### config.mk
export PLATFORM = sky130hd
export DESIGN_NAME = cmd_scheduler
export DESIGN_NICKNAME = d
export VERILOG_FILES = /design/src/rtl/cmd_scheduler.sv
export SDC_FILE = /design/constraint.sdc
export NUM_CORES = 1
export LEC_CHECK = 0
export CORE_UTILIZATION = 25
export DETAILED_ROUTE_END_ITERATION = 6
export SYNTH_ARGS = -nofsm -noshare
export SYNTH_HDL_FRONTEND = slang
export SYNTH_SLANG_ARGS = --single-unit
### constraint.sdc
create_clock -name clk -period 11 [get_ports clk]
set_input_delay 1.1 -clock clk [delete_from_list [all_inputs] [get_ports clk]]
set_output_delay 1.1 -clock clk [all_outputs]
set_load 0.05 [all_outputs]
### src/rtl/cmd_scheduler.sv
// Command scheduler: buffers host command words in a FIFO and dispatches them one at a time on a
// shared cmd bus, waiting for masked slave acks (with timeout) and an idle gap between commands.
module cmd_scheduler #(
    parameter int            DEPTH      = 8,
    parameter int            NS         = 3,
    parameter logic [NS-1:0] ACK_MASK   = NS'(1),
    parameter int            TIMEOUT    = 1024,
    parameter int            GAP_CYCLES = 4
) (
    input  logic                   clk,
    input  logic                   rst,
    input  logic                   in_rqst,
    input  logic [5:0]             in_addr,
    input  logic [31:0]            in_data,
    output logic                   in_full,
    output logic [$clog2(DEPTH):0] in_level,
    output logic [5:0]             cmd_addr,
    output logic [31:0]            cmd_data,
    output logic                   cmd_rqst,
    input  logic [NS-1:0]          slv_ack,
    output logic                   busy,
    input  logic                   clr_status,
    output logic                   ovf_err,
    output logic                   tmo_err
);

    localparam int              AW       = $clog2(DEPTH);
    localparam int              CW       = $clog2(TIMEOUT + GAP_CYCLES + 1);
    localparam logic [AW:0]     LVL_FULL = (AW+1)'(DEPTH);
    localparam logic [CW-1:0]   TMO_LAST = CW'(TIMEOUT - 1);
    localparam logic [CW-1:0]   GAP_LAST = CW'((GAP_CYCLES > 0) ? GAP_CYCLES - 1 : 0);

    typedef enum logic [1:0] {IDLE, ISSUE, WAIT, GAP} state_t;

    state_t        state, state_nxt, post_cmd;
    logic [5:0]    mem_addr [DEPTH];
    logic [31:0]   mem_data [DEPTH];
    logic [AW-1:0] wr_ptr, rd_ptr;
    logic [AW:0]   level;
    logic [CW-1:0] cnt;
    logic [NS-1:0] ack_seen, ack_all;
    logic          full, pop, push, drop, acks_done, tmo_hit;

    assign full      = (level == LVL_FULL);
    assign pop       = (state == IDLE) && (level != '0);
    // A full FIFO still accepts a write when the head leaves in the same cycle.
    assign push      = in_rqst && (!full || pop);
    assign drop      = in_rqst && full && !pop;
    assign ack_all   = ack_seen | (slv_ack & ACK_MASK);
    assign acks_done = (ack_all == ACK_MASK);
    assign tmo_hit   = (state == WAIT) && !acks_done && (cnt == TMO_LAST);
    assign post_cmd  = (GAP_CYCLES > 0) ? GAP : IDLE;

    always_comb begin
        state_nxt = state;
        case (state)
            IDLE:    if (pop) state_nxt = ISSUE;
            ISSUE:   state_nxt = (ACK_MASK == '0) ? post_cmd : WAIT;
            WAIT:    if (acks_done || tmo_hit) state_nxt = post_cmd;
            GAP:     if (cnt == GAP_LAST) state_nxt = IDLE;
            default: state_nxt = IDLE;
        endcase
    end

    always_ff @(posedge clk) begin
        if (push) begin
            mem_addr[wr_ptr] <= in_addr;
            mem_data[wr_ptr] <= in_data;
        end
    end

    always_ff @(posedge clk or posedge rst) begin
        if (rst) begin
            state    <= IDLE;
            wr_ptr   <= '0;
            rd_ptr   <= '0;
            level    <= '0;
            cnt      <= '0;
            ack_seen <= '0;
            cmd_addr <= '0;
            cmd_data <= '0;
            ovf_err  <= 1'b0;
            tmo_err  <= 1'b0;
        end else begin
            state <= state_nxt;
            level <= level + (AW+1)'(push) - (AW+1)'(pop);
            if (push) wr_ptr <= wr_ptr + AW'(1);
            if (pop) begin
                rd_ptr   <= rd_ptr + AW'(1);
                cmd_addr <= mem_addr[rd_ptr];
                cmd_data <= mem_data[rd_ptr];
            end
            // One counter serves both WAIT timeout and GAP length; it restarts on every state change.
            if (state_nxt != state)
                cnt <= '0;
            else if (state == WAIT || state == GAP)
                cnt <= cnt + CW'(1);
            if (state == ISSUE)
                ack_seen <= '0;
            else if (state == WAIT)
                ack_seen <= ack_all;
            if (drop)
                ovf_err <= 1'b1;
            else if (clr_status)
                ovf_err <= 1'b0;
            if (tmo_hit)
                tmo_err <= 1'b1;
            else if (clr_status)
                tmo_err <= 1'b0;
        end
    end

    assign cmd_rqst = (state == ISSUE);
    assign in_full  = full;
    assign in_level = level;
    assign busy     = (state != IDLE) || (level != '0);

endmodule

# == After elaboration in Yosys (flattened, before gate mapping) ==
# Memory sizes are Yosys's and may differ from the RTL's. A register that Yosys moved wholly into a read port is not among the register bits.
# Index checks and enable logic that the tools add are counted.
# Widths: inputs -> output; s select.
# totals
register_bits,28
mem_bits_rw,304
out_inout_bits,47
word_cells,57
n_memories,2
# mem_list
name,depth,word_bits,rd,rd_ports_with_merged_regs,write_ports,line_no,text
mem_data,8,32,1,1,1,37,logic [31:0] mem_data [DEPTH];
mem_addr,8,6,1,1,1,36,logic [5:0] mem_addr [DEPTH];
# op_classes
add_sub_neg,5
eq_ne,8
n_mux,13
n_bitwise,1
reduce_logical,20
# op_table
op,n
$mux 11,2
$add 11x1->11 const B,1
$eq 11x10->1 const B,1
$eq 11x2->1 const B,1
$reduce_bool 2->1,5
$pmux 2 s4,1
$add 3x1->3 const B,2
$logic_and 1x1->1,6
$mux 2,3
$mux 3,2
$mux 1,5
$add 4x1->4,1
$eq 2x2->1 const B,2
$eq 4x4->1 const B,1
$logic_or 1x1->1,4
$reduce_bool 4->1,1
$sub 4x1->4,1
$eq 3x1->1 const B,1
$logic_not 1->1,3
$or 3x1->3,1
$eq 2x1->1 const B,1
$logic_not 2->1,1
$ne 2x2->1,1

# == Depth between registers and ports, before layout ==
# depth
depth_word,10
mapped_depth,10
depth_no_buf,9

# == Least setup slack after synthesis ==
# Ideal clock, no wire load.
# synth_timing
kind,register to register
from,"reg level[2], in the netlist in_level[2]"
to,mem mem_addr[0][0] (enable)
setup_ns,0.480
t_arrival_ns,4.501
t_required_ns,10.520
slack_ns,6.019
path_stages_with_launch,7
path_buffers,0
period_less_slack_ns,4.981
cell_sequence,dfrtp_1 inv_1 ha_1 nor3b_1 a21boi_0 nand2b_1 nor3_1
# synth_via
elab_chain_cells,6
word_cells_on_any_way,8
# synth_lines
item,line_no,text
"start, declared",39,logic [AW:0] level;
"start signal, assigned",86,level <= level + (AW+1)'(push) - (AW+1)'(pop);
$eq 4x4->1,44,assign full = (level == LVL_FULL);
named net in_full,15,"output logic in_full,"
$logic_not 1->1,47,assign push = in_rqst && (!full || pop);
$logic_or 1x1->1,47,
$logic_and 1x1->1,47,
$mux 1,66,if (push) begin
$mux 1 (not written as such),67,mem_addr[wr_ptr] <= in_addr;
"end, declared",36,
# The timed path passes the listed nets, and every way through them passes these cells.

# == Worst setup path in the final report ==
# layout_timing
from,reg state[0]
to,out busy
# layout_via
elab_chain_cells,2
# layout_lines
item,line_no,text
"start, declared",35,"state_t state, state_nxt, post_cmd;"
"start signal, assigned",85,state <= state_nxt;
$reduce_bool 2->1,116,assign busy = (state != IDLE) || (level != '0);
$logic_or 1x1->1,116,
"end, declared",21,"output logic busy,"
# No other way between the ends.

==> results.md <==
Floorplanning:
- For this configuration, the core starts out at a cell density of 0.2526.
- The total die area is around 0.058 mm^2.
- The standard-cell row count is 87.
- The die is 240.5 um tall.
- Pin placement for this block handled 92 I/O pins.
- The floorplan step defined a core boundary enclosing 0.05628 mm^2.
- In this run the horizontal extent of the chip is 240.5 um.

Worst setup path:
- The type of origin of the critical path is a flop.
- The required time at the endpoint of the critical path is 9.90 ns.
- The critical path in this run is classified as flop to primary output.
- For this design, the slowest cell found on the critical path is clkdlybuf4s50_1.
- The worst register-to-register path begins at state[1]$_DFF_PP0_.
- The cell type group with the largest total delay on the critical path is buffers and inverters.
- Traced cell by cell, the critical path runs through inv_1 > ha_1 > and3_1 > inv_1 > clkdlybuf4s50_1.
- On the worst path, the slowest cell contributes a delay of 0.83 ns.
- The number of cells on the worst reg-to-reg path is 7.
- The worst-path maximum fanout is 8.
- STA classifies the critical path endpoint as a primary output.
- By instance count, the cell type seen most on the critical path is inv_1.
- The end of the worst register-to-register path is mem_data[6][31]$_DFFE_PP_.
- The register-to-register setup slack is 7.62 ns.
- The number of buffers and inverters on the critical path is 3.
- STA puts the critical path data arrival time at 2.63 ns.

Yosys:
- The fraction of the mapped netlist area in compound gates is 0.02579.
- The part of the Yosys area used for sequential elements is 0.7547.
- The proportion of netlist area held by the largest area contributor is 0.6421.
- The share of synthesized registers carrying an async set or reset is 0.1739.
- The post-synthesis area per instance is 19.61 um^2.
- Of the total synthesized cell area, the portion taken by XOR and XNOR cells is 0.009241.
- The post-synthesis instance total is 725.
- The number of distinct library cells after synthesis is 48.
- The simple-gate portion of the synthesized area is 0.03256.
- The post-synthesis share of cell area spent on full adders, half adders and majority gates is 0.01197.
- The cell area that synthesis handed to floorplanning was 0.01422 mm^2.
- The post-synthesis mux area share is 0.1493.
- The synthesized netlist net count is approximately 780.
- The dominant combinational cell family by area after synthesis is multiplexers.
- The biggest area consumer among synthesized cells is edfxtp_1.
- The count of yosys warnings during synthesis is 0.
- The number of flops mapped to enable cells by yosys is 304.
- By area the synthesized netlist is led by edfxtp_1 (64%), mux4_2 (12%), dfrtp_1 (11%).
- The most used flip-flop cell after synthesis is edfxtp_1.
- The register bit count reported by yosys is 368.

Timing:
- The slew of the pin with the lowest slew margin is 0.9689 ns.
- The final-report hold violation count is 0.
- The clock arrives with 0.02681 ns of skew.
- The max-slew violation total from the final report is 0.
- The final worst setup slack is 7.273 ns.
- Hold is met by 0.4807 ns.
- Setup repair after global routing left no endpoint under its margin.
- The worst path in the final design needs a cycle of around 3.7 ns, including I/O delays and setup.
- The fmax is 0.2683 GHz.
- The worst pin sits at a relative slew slack of 0.3541.
- For the final routed database, the setup TNS stands at 0 ns.
- The share of the cycle needed by the critical path after routing is 0.3388.
- Setup violations remaining at the end of the flow were counted as 0.

Placed design:
- The placed wire-length estimate is 16440 um.
- The cell area after placement is 0.01603 mm^2.
- The number of I/O port buffers is a little under 90.
- The worst slack at placement is 6.921 ns.
- The last weighted congestion value of the routability-driven placer is ~0.73.

Clocking:
- Clock-pin slew was measured on the worst setup and hold paths at 0.06 ns.
- The clock sink total is approximately 370.
- The buffer cell driving the clock tree root is clkbuf_16.
- The CTS buffer count is 39.
- The total of cells resized after clock tree synthesis is 0.
- After clock tree synthesis, the flow added hold-fix buffers numbering 0.
- The latest clock arrival within the worst-skew pair is roughly 0.56 ns.
- The number of setup buffers added after CTS is 0.
- The number of H-tree levels is 2.
- TritonCTS built the clock tree.
- The clock passes through at most 3 buffers.

Detailed routing:
- In the final routed layout, each cell accounts on average for 18.25 um.
- The detail route stage leaves a number of antenna-violating nets equal to 0.
- The vias after detailed routing is 6727.
- In this run, the number of DRC markers left after iteration 0 of detailed routing was 440.
- The number of remaining DRC errors is 0.
- The first-pass detailed-route iteration total is 4.
- After detailed routing, the number of vias per cell comes to 4.165.
- The final wirelength is 29470 um.

Outcome:
- The run finished with clean final reports.

Global route:
- Entering global routing, the biggest net connects 82 pins.
- The number of antenna violations at the first check in global routing is 4.
- The first global-routing pass estimated 45000 um of wire.
- The number of global-route vias before repair is slightly above 7000.
- After global routing the overflow that remains totals 0.
- For this run, the total global-route usage over all layers was measured as 0.1051.

Final layout:
- The library cell used most frequently in the layout, excluding fill and tap cells, is edfxtp_1.
- Leaving out fill and tap cells, the most frequent cells in the layout are edfxtp_1 (304), clkdlybuf4s50_1 (89), mux4_2 (76).
- The fraction of layout instances using a drive strength above 1 is 0.1839.
- The share of the core filled with cells is 0.3062.
- From synthesis to final layout, the design area changed by 21.21%.
- The number of inserted diodes is 0.
- The net count reported at finish is roughly 890.
- Once layout is done, the placed cells without fillers occupy 0.01723 mm^2.

Worst hold path:
- The startpoint of the tightest hold check path is cmd_data[7]$_DFFE_PP0P_.
- The hold-critical path depth is 2.
- The path class of the tightest hold or removal check is flop to flop.
- The path with the worst hold slack has its endpoint at cmd_data[7]$_DFFE_PP0P_.

Power and ir drop:
- The maximum resistive drop on vdd is 122.9 uV.
- The ratio of total power to cell area is 273.9 mW/mm^2.
- The leakage power is 5.753 nW.

Run:
- Max-cap violations in this run came to 0.
==> synth_stat cells, drive strengths merged, types with 2 or more instances <==
| library cell | instances |
|---|---|
| nor2 | 12 |
| nor3 | 15 |
| nor3b | 2 |
| nand2b | 5 |
| a21o | 2 |
| inv | 16 |
| mux2i | 40 |
| mux4 | 76 |
| edfxtp | 304 |
| ha | 12 |
| and3 | 2 |
| o211ai | 2 |
| or2 | 2 |
| clkbuf | 15 |
| nand4 | 4 |
| nor4 | 2 |
| buf | 21 |
| dfrtp | 64 |
| o21ai | 40 |
| a21bo | 2 |
| xor2 | 8 |
| nand2 | 50 |
| xnor2 | 7 |
| a21oi | 4 |
==> flip-flops by register name, summed over array words and instances (netlist names), 2 cells and up <==
signal and count:
wr_ptr 3, mem_addr 48, in_level 4, cmd_addr 6, cnt 11, state 2, cmd_data 32, rd_ptr 3
mem_data 256
==> layer usage <==
metal / global-route usage / vias to the layer above / wire, um
met4: 0.02567 / 8 / 533
met1: 0.1364 / 3465 / 12870
met3: 0.02847 / 47 / 1586
met2: 0.1732 / 118 / 14430
met5: 0 / - / 57
li1: - / 3089 / -
==> cell families after synthesis <==
kind of cell / Yosys count
DFF: 368
muxes: 117
and+or+nand+nor: 99
AOI/OAI and AO/OA: 61
buffers and inverters: 52
xor gates and xnor gates: 15
adders and majority gates: 13
==> worst max-delay path by stage <==
stage / start / endpoint / slack [ns] / cells after the start
finish: state[0]$_DFF_PP0_ / busy / 7.27 / 5
global route: state[0]$_DFF_PP0_ / busy / 7.13 / 5
CTS: in_level[2]$_DFF_PP0_ / in_full / 7.22 / 4
detailed placement: in_rqst / mem_data[6][21]$_DFFE_PP_ / 6.92 / 5
global placement: in_rqst / mem_data[6][24]$_DFFE_PP_ / 6.98 / 5
floorplan: in_level[2]$_DFF_PP0_ / mem_addr[0][0]$_DFFE_PP_ / 6.02 / 6
==> worst reg2reg max path: cells and delay by family, from the launching register on <==
family / cells / cell delay [ns]
fa+ha+maj: 1 / 0.35
flops: 1 / 0.44
compound gates: 1 / 0.44
simple gates: 3 / 1.21
buf+inv: 2 / 0.60
==> metrics by stage <==
step / instances / power (mW)
after floorplan: 725 / 3.069
after global placement: 1544 / 3.537
after detailed placement: 1544 / 3.565
after CTS: 1615 / 4.824
after global routing: 1615 / 4.992
final: 1615 / 4.721
==> power by group <==
part           internal, mW  switching, mW  total (mW)
Clock                 0.709          0.530        1.24
Combinational         0.624          0.859        1.48
Sequential             1.79          0.211        2.00
==> area by class of cell <==
cell class | count | area [um^2]
sequential | 368 | 10740
fill | 5473 | 39040
multi-input combinational | 305 | 3316
clock inverter | 11 | 116.4
inverter | 16 | 62.56
tap | 756 | 945.9
clock buffer | 60 | 1085
timing repair buffer | 99 | 965.9
No activity file was read; power rests on OpenSTA's default activity.
